$ cat src/rtl/muldiv_ctrl_pkg.sv
// Shared constants for the RV32M multiply/divide unit: FSM states,
// M-extension encodings and operand sign-treatment helpers.
package muldiv_ctrl_pkg;

  typedef enum logic [1:0] {
    ST_IDLE = 2'd0,
    ST_CALC = 2'd1,
    ST_DONE = 2'd2
  } state_e;

  localparam logic [6:0] OPCODE_OP     = 7'b0110011;
  localparam logic [6:0] FUNCT7_MULDIV = 7'b0000001;

  localparam logic [2:0] F3_MUL    = 3'd0;
  localparam logic [2:0] F3_MULH   = 3'd1;
  localparam logic [2:0] F3_MULHSU = 3'd2;
  localparam logic [2:0] F3_MULHU  = 3'd3;
  localparam logic [2:0] F3_DIV    = 3'd4;
  localparam logic [2:0] F3_DIVU   = 3'd5;
  localparam logic [2:0] F3_REM    = 3'd6;
  localparam logic [2:0] F3_REMU   = 3'd7;

  // rs1 is treated as signed for MUL, MULH, MULHSU, DIV, REM
  function automatic logic a_is_signed(input logic [2:0] f3);
    return (f3 == F3_MUL) || (f3 == F3_MULH) || (f3 == F3_MULHSU) ||
           (f3 == F3_DIV) || (f3 == F3_REM);
  endfunction

  // rs2 is treated as signed for MUL, MULH, DIV, REM
  function automatic logic b_is_signed(input logic [2:0] f3);
    return (f3 == F3_MUL) || (f3 == F3_MULH) || (f3 == F3_DIV) || (f3 == F3_REM);
  endfunction

endpackage

$ cat src/rtl/muldiv_ctrl_if.sv
// Request/response bundle between the pipeline and the multiply/divide unit.
interface muldiv_ctrl_if #(
  parameter int XLEN = 32
) ();
  logic            start;
  logic [2:0]      funct3;
  logic [XLEN-1:0] op_a;
  logic [XLEN-1:0] op_b;
  logic            flush;
  logic            busy;
  logic            stall;
  logic            done;
  logic [XLEN-1:0] result;

  modport master (
    output start, funct3, op_a, op_b, flush,
    input  busy, stall, done, result
  );

  modport slave (
    input  start, funct3, op_a, op_b, flush,
    output busy, stall, done, result
  );
endinterface

$ cat src/rtl/muldiv_datapath.sv
// Iterative multiply/divide datapath: works on unsigned magnitudes with a
// single XLEN+1-bit adder, then restores signs on the final result.
module muldiv_datapath
  import muldiv_ctrl_pkg::*;
#(
  parameter int XLEN = 32
) (
  input  logic            clk,
  input  logic            rst,
  input  logic            load,
  input  logic            step,
  input  logic [2:0]      funct3,
  input  logic [XLEN-1:0] op_a,
  input  logic [XLEN-1:0] op_b,
  output logic            special,
  output logic [XLEN-1:0] special_res,
  output logic [XLEN-1:0] calc_res
);

  localparam logic [XLEN-1:0] INT_MIN = {1'b1, {(XLEN-1){1'b0}}};

  // hi: product high half / partial remainder; lo: multiplier / quotient
  logic [XLEN-1:0]   hi, lo, opd;
  logic [2:0]        f3_q;
  logic              a_neg, b_neg;

  logic              in_a_neg, in_b_neg, div_zero, ovf;
  logic [XLEN-1:0]   in_a_abs, in_b_abs;
  logic [XLEN:0]     add_a, add_b, sum;
  logic              add_cin;
  logic [XLEN-1:0]   hi_next, lo_next;
  logic [2*XLEN-1:0] prod, prod_fix;
  logic [XLEN-1:0]   quo_fix, rem_fix;

  assign in_a_neg = a_is_signed(funct3) & op_a[XLEN-1];
  assign in_b_neg = b_is_signed(funct3) & op_b[XLEN-1];
  assign in_a_abs = in_a_neg ? (~op_a + XLEN'(1)) : op_a;
  assign in_b_abs = in_b_neg ? (~op_b + XLEN'(1)) : op_b;

  assign div_zero = funct3[2] & (op_b == '0);
  assign ovf      = funct3[2] & ~funct3[0] & (op_a == INT_MIN) & (op_b == '1);
  assign special  = div_zero | ovf;

  // Results that skip iteration entirely: divide-by-zero and signed overflow
  always_comb begin
    special_res = '0;
    if (div_zero)
      special_res = funct3[1] ? op_a : '1;
    else if (ovf)
      special_res = funct3[1] ? '0 : INT_MIN;
  end

  // Shared adder operands: add-or-skip for multiply, trial subtract for divide
  always_comb begin
    add_a   = {1'b0, hi};
    add_b   = lo[0] ? {1'b0, opd} : '0;
    add_cin = 1'b0;
    if (f3_q[2]) begin
      add_a   = {hi, lo[XLEN-1]};
      add_b   = ~{1'b0, opd};
      add_cin = 1'b1;
    end
  end

  assign sum = add_a + add_b + {{XLEN{1'b0}}, add_cin};

  // Next accumulator state; sum[XLEN] set means the trial subtract borrowed
  always_comb begin
    hi_next = sum[XLEN:1];
    lo_next = {sum[0], lo[XLEN-1:1]};
    if (f3_q[2]) begin
      hi_next = sum[XLEN] ? add_a[XLEN-1:0] : sum[XLEN-1:0];
      lo_next = {lo[XLEN-2:0], ~sum[XLEN]};
    end
  end

  // Sign fix-up taken from the next-state values so the final step's
  // outcome can be registered on the same edge that completes it
  assign prod     = {hi_next, lo_next};
  assign prod_fix = (a_neg ^ b_neg) ? (~prod + (2*XLEN)'(1)) : prod;
  assign quo_fix  = (a_neg ^ b_neg) ? (~lo_next + XLEN'(1)) : lo_next;
  assign rem_fix  = a_neg ? (~hi_next + XLEN'(1)) : hi_next;

  // Select the architectural result for the latched operation
  always_comb begin
    calc_res = prod_fix[2*XLEN-1:XLEN];
    if (f3_q == F3_MUL)
      calc_res = prod_fix[XLEN-1:0];
    else if (f3_q[2])
      calc_res = f3_q[1] ? rem_fix : quo_fix;
  end

  // Operand capture on accept, one iteration per step
  always_ff @(posedge clk) begin
    if (rst) begin
      hi    <= '0;
      lo    <= '0;
      opd   <= '0;
      f3_q  <= '0;
      a_neg <= 1'b0;
      b_neg <= 1'b0;
    end else if (load) begin
      hi    <= '0;
      lo    <= in_a_abs;
      opd   <= in_b_abs;
      f3_q  <= funct3;
      a_neg <= in_a_neg;
      b_neg <= in_b_neg;
    end else if (step) begin
      hi    <= hi_next;
      lo    <= lo_next;
    end
  end

endmodule

$ cat src/rtl/muldiv_ctrl.sv
// RV32M multiply/divide controller: IDLE/CALC/DONE sequencing, iteration
// count, pipeline stall and the result register.
module muldiv_ctrl
  import muldiv_ctrl_pkg::*;
#(
  parameter int XLEN = 32
) (
  input  logic         clk,
  input  logic         rst,
  muldiv_ctrl_if.slave bus
);

  localparam int CNT_W = $clog2(XLEN);

  state_e            state, state_next;
  logic [CNT_W-1:0]  cnt;
  logic              load, step_en, last_step, special;
  logic [XLEN-1:0]   special_res, calc_res, result_q;

  assign load      = (state == ST_IDLE) & bus.start & ~bus.flush;
  assign step_en   = (state == ST_CALC) & ~bus.flush;
  assign last_step = (cnt == CNT_W'(XLEN-1));

  muldiv_datapath #(.XLEN(XLEN)) u_datapath (
    .clk         (clk),
    .rst         (rst),
    .load        (load),
    .step        (step_en),
    .funct3      (bus.funct3),
    .op_a        (bus.op_a),
    .op_b        (bus.op_b),
    .special     (special),
    .special_res (special_res),
    .calc_res    (calc_res)
  );

  // Next-state logic; flush wins over start and over finishing a calculation
  always_comb begin
    state_next = state;
    case (state)
      ST_IDLE: if (load) state_next = special ? ST_DONE : ST_CALC;
      ST_CALC: begin
        if (bus.flush)     state_next = ST_IDLE;
        else if (last_step) state_next = ST_DONE;
      end
      ST_DONE: state_next = ST_IDLE;
      default: state_next = ST_IDLE;
    endcase
  end

  // State register
  always_ff @(posedge clk) begin
    if (rst) state <= ST_IDLE;
    else     state <= state_next;
  end

  // Iteration counter: cleared on accept, advanced once per CALC step
  always_ff @(posedge clk) begin
    if (rst)          cnt <= '0;
    else if (load)    cnt <= '0;
    else if (step_en) cnt <= cnt + CNT_W'(1);
  end

  // Result register loads only on the edge entering DONE
  always_ff @(posedge clk) begin
    if (rst)
      result_q <= '0;
    else if (state_next == ST_DONE)
      result_q <= (state == ST_IDLE) ? special_res : calc_res;
  end

  assign bus.busy   = (state != ST_IDLE);
  assign bus.stall  = load | (state == ST_CALC);
  assign bus.done   = (state == ST_DONE);
  assign bus.result = result_q;

endmodule

$ cat src/flat_wrapper.sv
// flat-port wrapper written by rule: the top's interface ports become plain ports
module muldiv_ctrl_flat import muldiv_ctrl_pkg::*;
#(
  parameter int XLEN = 32
)
  (clk, rst, bus_start, bus_funct3, bus_op_a, bus_op_b, bus_flush, bus_busy, bus_stall, bus_done, bus_result);
  muldiv_ctrl_if #(.XLEN(XLEN)) bus_i ();
  input  logic clk;
  input  logic rst;
  input wire logic [$bits(bus_i.start)-1:0] bus_start;
  input wire logic [$bits(bus_i.funct3)-1:0] bus_funct3;
  input wire logic [$bits(bus_i.op_a)-1:0] bus_op_a;
  input wire logic [$bits(bus_i.op_b)-1:0] bus_op_b;
  input wire logic [$bits(bus_i.flush)-1:0] bus_flush;
  output wire logic [$bits(bus_i.busy)-1:0] bus_busy;
  output wire logic [$bits(bus_i.stall)-1:0] bus_stall;
  output wire logic [$bits(bus_i.done)-1:0] bus_done;
  output wire logic [$bits(bus_i.result)-1:0] bus_result;
  assign bus_i.start = bus_start;
  assign bus_i.funct3 = bus_funct3;
  assign bus_i.op_a = bus_op_a;
  assign bus_i.op_b = bus_op_b;
  assign bus_i.flush = bus_flush;
  assign bus_busy = bus_i.busy;
  assign bus_stall = bus_i.stall;
  assign bus_done = bus_i.done;
  assign bus_result = bus_i.result;
  muldiv_ctrl #(.XLEN(XLEN)) u_core (.clk(clk), .rst(rst), .bus(bus_i));
endmodule
$ cat config.mk
export PLATFORM = sky130hd
export DESIGN_NAME = muldiv_ctrl_flat
export DESIGN_NICKNAME = d
export VERILOG_FILES = /design/src/rtl/muldiv_ctrl_pkg.sv /design/src/rtl/muldiv_ctrl_if.sv /design/src/rtl/muldiv_datapath.sv /design/src/rtl/muldiv_ctrl.sv /design/src/flat_wrapper.sv
export SDC_FILE = /design/constraint.sdc
export NUM_CORES = 1
export LEC_CHECK = 0
export ABC_CLOCK_PERIOD_IN_PS = 11600
export CORE_MARGIN = 1.5
export CORE_UTILIZATION = 35
export CTS_CLUSTER_SIZE = 8
export DETAILED_ROUTE_END_ITERATION = 8
export PLACE_DENSITY_LB_ADDON = 0.08
export SLEW_MARGIN = 40
export SYNTH_ARGS = -nofsm -noshare
export SYNTH_HDL_FRONTEND = slang
export SYNTH_SLANG_ARGS = --single-unit
$ cat constraint.sdc
create_clock -name clk -period 11.6 [get_ports clk]
set_input_delay 1.16 -clock clk [delete_from_list [all_inputs] [get_ports clk]]
set_output_delay 1.16 -clock clk [all_outputs]
set_load 0.005 [all_outputs]
* Word-level counts from Yosys, hierarchy flattened *
Index checks and enable logic that the tools add are counted.

storage, ports and cells
  output and inout port bits = 35
  logic and storage cells = 88
  input port bits = 71
  register bits after elaboration = 140

operators by class
  reduce and logical (&&, ||, !) cells = 13
  bitwise operators = 21
  muxes and demuxes = 27
  eq/ne operators = 10
  $add $sub $neg = 8

operators by type and width
  operator                                                         count
  32-bit 2-to-1 mux                                                18
  32-bit by 1-bit adder with 32-bit output, second input constant  4
  32-bit inverter                                                  4
  33-bit 2-to-1 mux                                                2
  64-bit by 1-bit adder with 64-bit output, second input constant  1
  32-bit == test, second input constant                            2
  64-bit 2-to-1 mux                                                1
  64-bit inverter                                                  1
  33-bit by 1-bit adder with 33-bit output                         1
  33-bit adder                                                     1
  32-bit inverter with 33-bit output                               1
  32-bit zero test                                                 1
  1-bit AND                                                        9
  2-bit 2-to-1 mux                                                 4
  3-bit == test, second input constant                             2
  3-bit zero test                                                  2
  1-bit logical OR                                                 6
  5-bit by 1-bit adder with 5-bit output, second input constant    1
  5-bit == test, second input constant                             1
  2-bit == test, second input constant                             2
  2-bit one-hot mux with 2 select lines                            1
  2-bit nonzero test                                               2
  3-bit by 1-bit == test with 1-bit output, second input constant  1
  3-bit by 2-bit == test with 1-bit output, second input constant  1
  7 further kinds                                                  10

* Depth between registers and ports, before layout *
  word-level depth = 13
  gate-level depth with buffers = 40
  mapped depth without buffers = 28

* Hierarchy *
A second synthesis with hierarchy kept.

unflattened totals
  cell total of the unflattened synthesis = 2045
  area total of the unflattened synthesis = 14826.7 um^2

by module, submodules not included
  module           cells an instance  sequential area each (um^2)  instances  area each (um^2)
  muldiv_datapath  1817               2021.9                       1          12793.5
  muldiv_ctrl      228                780.7                        1          2033.2

* Worst setup path after synthesis *
OpenSTA, ideal clock, no wires.

  path kind = reg-to-reg
  start point = register u_core.u_datapath.f3_q[2]
  end point = register u_core.result_q[28], in the netlist u_core.bus.result[28]
  stages on the path, launching flop included = 36
  path buffers = 16
  clock period less this slack = 8.321 ns
  slack = 3.279 ns
  library setup time = 0.114 ns
  data arrival time = 8.207 ns
  required time = 11.486 ns
  path through = dfxtp_1 clkbuf_1 buf_2 buf_2 buf_2 buf_2 buf_1 buf_1 buf_1 buf_2 buf_2 buf_1 mux2_2 ha_1 buf_4 a21oi_4 o21ai_2 a211o_1 a221oi_2 buf_4 a21oi_4 nor2_1 clkbuf_1 clkbuf_1 nor2_1 a21oi_1 nand2_1 o21ai_0 ha_1 nand3_1 buf_2 or3_1 or4_1 mux2i_1 o21ai_1 a21o_1

between the ends
  longest elaborated chain between the ends = 12
  elaborated cells on any way between the ends = 23
  classes of those cells = add/sub: 5; mux: 13; bitwise: 4; reduce/logical: 1

ends and longest elaborated chain
  what                                                         RTL line                                      text
  from (decl)                                                  muldiv_datapath.sv:24                         logic [2:0] f3_q;
  from (signal assigned)                                       muldiv_datapath.sv:106                        f3_q <= funct3;
  33-bit 2-to-1 mux                                            muldiv_datapath.sv:58                         if (f3_q[2]) begin
  33-bit adder                                                 muldiv_datapath.sv:65                         assign sum = add_a + add_b + {{XLEN{1'b0}}, add_cin};
  33-bit by 1-bit adder with 33-bit output                     muldiv_datapath.sv:65
  32-bit 2-to-1 mux / 1-bit inverter (equally long branches)   muldiv_datapath.sv:72, muldiv_datapath.sv:73
  32-bit 2-to-1 mux                                            muldiv_datapath.sv:71                         if (f3_q[2]) begin
  32-bit inverter (on tied branches)                           muldiv_datapath.sv:82, muldiv_datapath.sv:81
  32-bit by 1-bit adder with 32-bit output (on tied branches)  muldiv_datapath.sv:82, muldiv_datapath.sv:81
  32-bit 2-to-1 mux (on tied branches)                         muldiv_datapath.sv:82, muldiv_datapath.sv:81
  32-bit 2-to-1 mux                                            muldiv_datapath.sv:90                         calc_res = f3_q[1] ? rem_fix : quo_fix;
  32-bit 2-to-1 mux                                            muldiv_datapath.sv:89                         else if (f3_q[2])
  32-bit 2-to-1 mux (*)                                        muldiv_datapath.sv:87                         if (f3_q == F3_MUL)
  32-bit 2-to-1 mux (*)                                        muldiv_ctrl.sv:69                             result_q <= (state == ST_IDLE) ? special_res : calc_res;
  to (signal assigned)                                         muldiv_ctrl.sv:69
  to (decl)                                                    muldiv_ctrl.sv:18                             logic [XLEN-1:0] special_res, calc_res, result_q;

Every way passes the cells marked *; elsewhere a longest branch is shown, timed or not.
A chain may end at the register's enable or synchronous reset.

* Worst setup path in the final report *
  start point = register u_core.u_datapath.f3_q[2]
  end point = register u_core.result_q[14], in the netlist u_core.bus.result[14]

The elaborated chain is that of the path after synthesis.

==> flow_summary_export.csv <==
group,metric,value,unit
cts,cts_buffer_depth,2,
synth,synth_edf_count,0,
worst_setup_path,cp-startpoint,"u_core.u_datapath.f3_q[2]$_SDFFE_PP0P_",
timing,fmax,121,MHz
timing,finalHoldViolations,0,
cells_and_area,layout.cells.non_filler,2658,
synth,synth_top_family_by_area,"compound AO/OA/AOI/OAI gates",
detailed_routing,wl_per_cell,25.4,µm
detailed_routing,route.vias.total,16700,
synth,yosysWarnings,0,
detailed_routing,viasPerCell,6.29,
detailed_routing,firstDrtPassIters,5,
placed_design,dp_hpwl,52.3,mm
status,outcome,"completed",
pwr,p_per_area,96.7,nW/µm²
synth,synth_compound_area_frac,0.326,
cts,cts_setup_buffers,0,
detailed_routing,drc,0,
placed_design,place_congestion,0.969,
cts,cts_made_buffers,17,
synth,yosysSeqAreaShare,0.189,
pwr,power,1.63,mW
synth,synthArstFlopShare,0,
placed_design,place.detailed.instances,2625,
synth,yosys.cell_types.count,100,
cts,clk-insertion-delay-late,0.50,ns
pwr,leakagePower,5.59,nW
synth,syn-cell-area,14800,µm²
floorplan,dieArea,43600,µm²
synth,synthXorXnorAreaFrac,0.0921,
timing,clock_skew,0.0163,ns
grt,antenna_found_initial,0,
cts,cts_sinks,140,
timing,setup_viol,0,
timing,rsz0062_at_grt,"no",
timing,maxSlewHeadroom,0.401,
synth,ys_ff_latch,140,
floorplan,die_w,209,µm
cells_and_area,nNetsFinal,2218,
floorplan,initial_core_util,0.354,
floorplan,ios,106,
synth,synthSimpleGateAreaFrac,0.249,
timing,tightest_slew,0.889,ns
worst_setup_path,cp.arrival,8.63,ns
cts,cts_tree,"done",
grt,overflow,0,
synth,ys.flop_type,"dfxtp_1",
synth,synth_nets,2221,
timing,slew_violations,0,
floorplan,fp.coreArea,41900,µm²
run,cap_violations,0,
worst_setup_path,setup.worst_path.end_class,"flip-flop",
synth,synthMuxAreaShare,0.0525,
cells_and_area,seq_area,2810,µm²
cells_and_area,num-fill-cells,4493,
synth,synth_fa_ha_area_frac,0.0356,
min_path,hold_class,"reg -> reg",
cts,holdBufCountCts,0,
timing,hold_slack,0.459,ns
detailed_routing,first_iter_violations,1765,
synth,syn_avg_cell_area,7.03,µm²
grt,grt_use_total,0.307,
cells_and_area,multiInputGateArea,11300,µm²
cts,cts_root_buf,"clkbuf_16",
timing,min_period_over_period,0.711,
worst_setup_path,reg2reg_from,"u_core.u_datapath.f3_q[2]$_SDFFE_PP0P_",
cts,clkSlewWorstSetupHoldPaths,0.07,ns
synth,syn_inst,2109,
grt,grt_max_degree,85,
grt,grt_pass1_wl,100,mm
floorplan,dieHeight,209,µm
worst_setup_path,required,11.98,ns
floorplan,row_count,75,
cells_and_area,area_delta_synth_final,13.6,%
worst_setup_path,path_max_fanout,69,
grt,grt_pass1_vias,15300,
timing,min_period,8.25,ns
pwr,ir_drop,0.113,mV
detailed_routing,drtAntennaViolNets,0,
cts,htreeDepth,4,
min_path,hold_start,"u_core.bus.result[3]$_SDFFE_PP0N_",
worst_setup_path,critical_path_class,"reg -> reg",
timing,final.setup.tns,0,ns
cells_and_area,final_layout_size_suffix_gt1_frac,0.0788,
worst_setup_path,worst_setup_path_start_kind,"flip-flop",
cells_and_area,fin_util,0.403,
detailed_routing,wl,67.6,mm
cts,cts_resized,0,
cells_and_area,n_antenna_cell,0,
placed_design,io_buffers,105,
-- report_power, final --
part           total, mW  switching (mW)  internal (mW)  leakage [nW]
registers          0.529          0.0292          0.500          1.14
logic              0.530           0.354          0.176          4.16
clock network      0.571           0.261          0.311         0.289
total               1.63           0.643          0.987          5.59
-- cell usage in the layout, fill, tap and decap left out, types with 28 or more instances in the layout --
cell type | synthesis | routed
dfxtp_1 | 140 | 139
a31oi_1 | 35 | 34
nor4_1 | 29 | 28
clkdlybuf4s50_1 | 0 | 104
nor3_1 | 63 | 62
nand3_1 | 45 | 45
o21ai_0 | 157 | 156
a21oi_1 | 203 | 202
mux2i_1 | 43 | 42
a211oi_1 | 86 | 85
inv_1 | 35 | 34
xor2_1 | 67 | 66
mux2_2 | 31 | 31
buf_4 | 3 | 31
nor2_1 | 259 | 258
ha_1 | 39 | 39
nand2_1 | 200 | 200
nand4_1 | 30 | 30
xnor2_1 | 89 | 87
-- through the flow --
step	setup WS, ns	cell area (µm²)
3_3_place_gp	3.78	16200
6_report	3.35	16800
2_1_floorplan	3.28	14800
4_1_cts	3.48	16800
5_1_grt	2.65	16800
3_5_place_dp	3.53	16200
-- cell type report --
class / count / area share
repair buffers: 140 / 0.0796
well taps: 539 / 0.0400
multi-input cells: 1771 / 0.671
clock inverters: 13 / 0.00735
flip-flops and latches: 140 / 0.167
clock buffers: 19 / 0.0270
inverters: 36 / 0.00802
-- layer usage --
metal | GRT usage | wire [µm] | up-vias | share of wire
met5 | 0 | 0 | - | 0
met4 | 0.106 | 2020 | 0 | 0.030
met3 | 0.0473 | 5190 | 122 | 0.077
met2 | 0.459 | 29000 | 704 | 0.43
met1 | 0.443 | 31400 | 8070 | 0.46
li1 | - | - | 7813 | -
-- worst max-delay path, stage by stage (launching register included) --
cell and delay, ns:
dfxtp_4 0.84, inv_2 0.49, buf_4 0.42, a21boi_0 0.41
fa_1 0.26, inv_1 0.05, fa_1 0.46, a211oi_2 0.27
o211ai_2 0.17, a211oi_4 0.45, or3_4 0.30, nand3_2 0.42
nand2_4 0.42, nor2_1 0.14, a21oi_1 0.25, ha_1 0.25
o211a_1 0.18, nand2_1 0.12, nor4b_1 0.41, buf_4 0.23
and2_0 0.33, nand4_1 0.19, nor4_1 0.32, a21oi_1 0.14
xor2_1 0.16, a221oi_1 0.29, a211oi_1 0.10
-- flip-flops by register name, summed over array words and instances (netlist names) --
register	flops
u_core.u_datapath.a_neg	1
u_core.u_datapath.opd	32
u_core.bus.result	32
u_core.u_datapath.lo	32
u_core.u_datapath.b_neg	1
u_core.u_datapath.hi	32
u_core.u_datapath.f3_q	3
u_core.state	2
u_core.cnt	5
-- final timing paths --
check,depth (start not counted),slack (ns),endpoint
max,26,3.35,u_core.bus.result[14]$_SDFFE_PP0N_
min,2,0.46,u_core.bus.result[3]$_SDFFE_PP0N_
max reg2reg,26,3.35,u_core.bus.result[14]$_SDFFE_PP0N_
min reg2reg,2,0.46,u_core.bus.result[3]$_SDFFE_PP0N_
-- cell families (layout without fill, tap and decap cells) --
group | Yosys count | count (layout)
multiplexers | 74 | 74
AO/OA/AOI/OAI | 729 | 729
flip-flops | 140 | 140
adder cells (fa/ha/maj) | 41 | 41
buffers and inverters | 198 | 208
XOR/XNOR | 156 | 156
AND/OR/NAND/NOR | 771 | 771
-- synth_stat cells (11+ instances only) --
library cell	count	share of area
a311oi_1	18	0.011
nand4_1	30	0.013
o211ai_1	21	0.011
and2_1	21	0.0089
xnor2_1	89	0.053
nor3_1	63	0.021
a21o_1	18	0.0091
ha_1	39	0.033
o31ai_1	23	0.012
a211oi_1	86	0.044
buf_1	19	0.0048
clkbuf_1	111	0.028
nand2b_1	15	0.0063
mux2_2	31	0.024
o21ai_1	11	0.0037
and3_1	13	0.0055
o221ai_1	12	0.0071
a21oi_1	203	0.068
or3_1	27	0.011
nor2_1	259	0.066
nor4_1	29	0.012
a31oi_1	35	0.015
nand3_1	45	0.015
inv_1	35	0.0089
nand2_1	200	0.051
o21a_1	11	0.0056
o21bai_1	13	0.0066
dfxtp_1	140	0.19
o21ai_0	157	0.053
buf_2	23	0.0078
mux2i_1	43	0.029
xor2_1	67	0.040
Power figures use the tool's default switching activity.
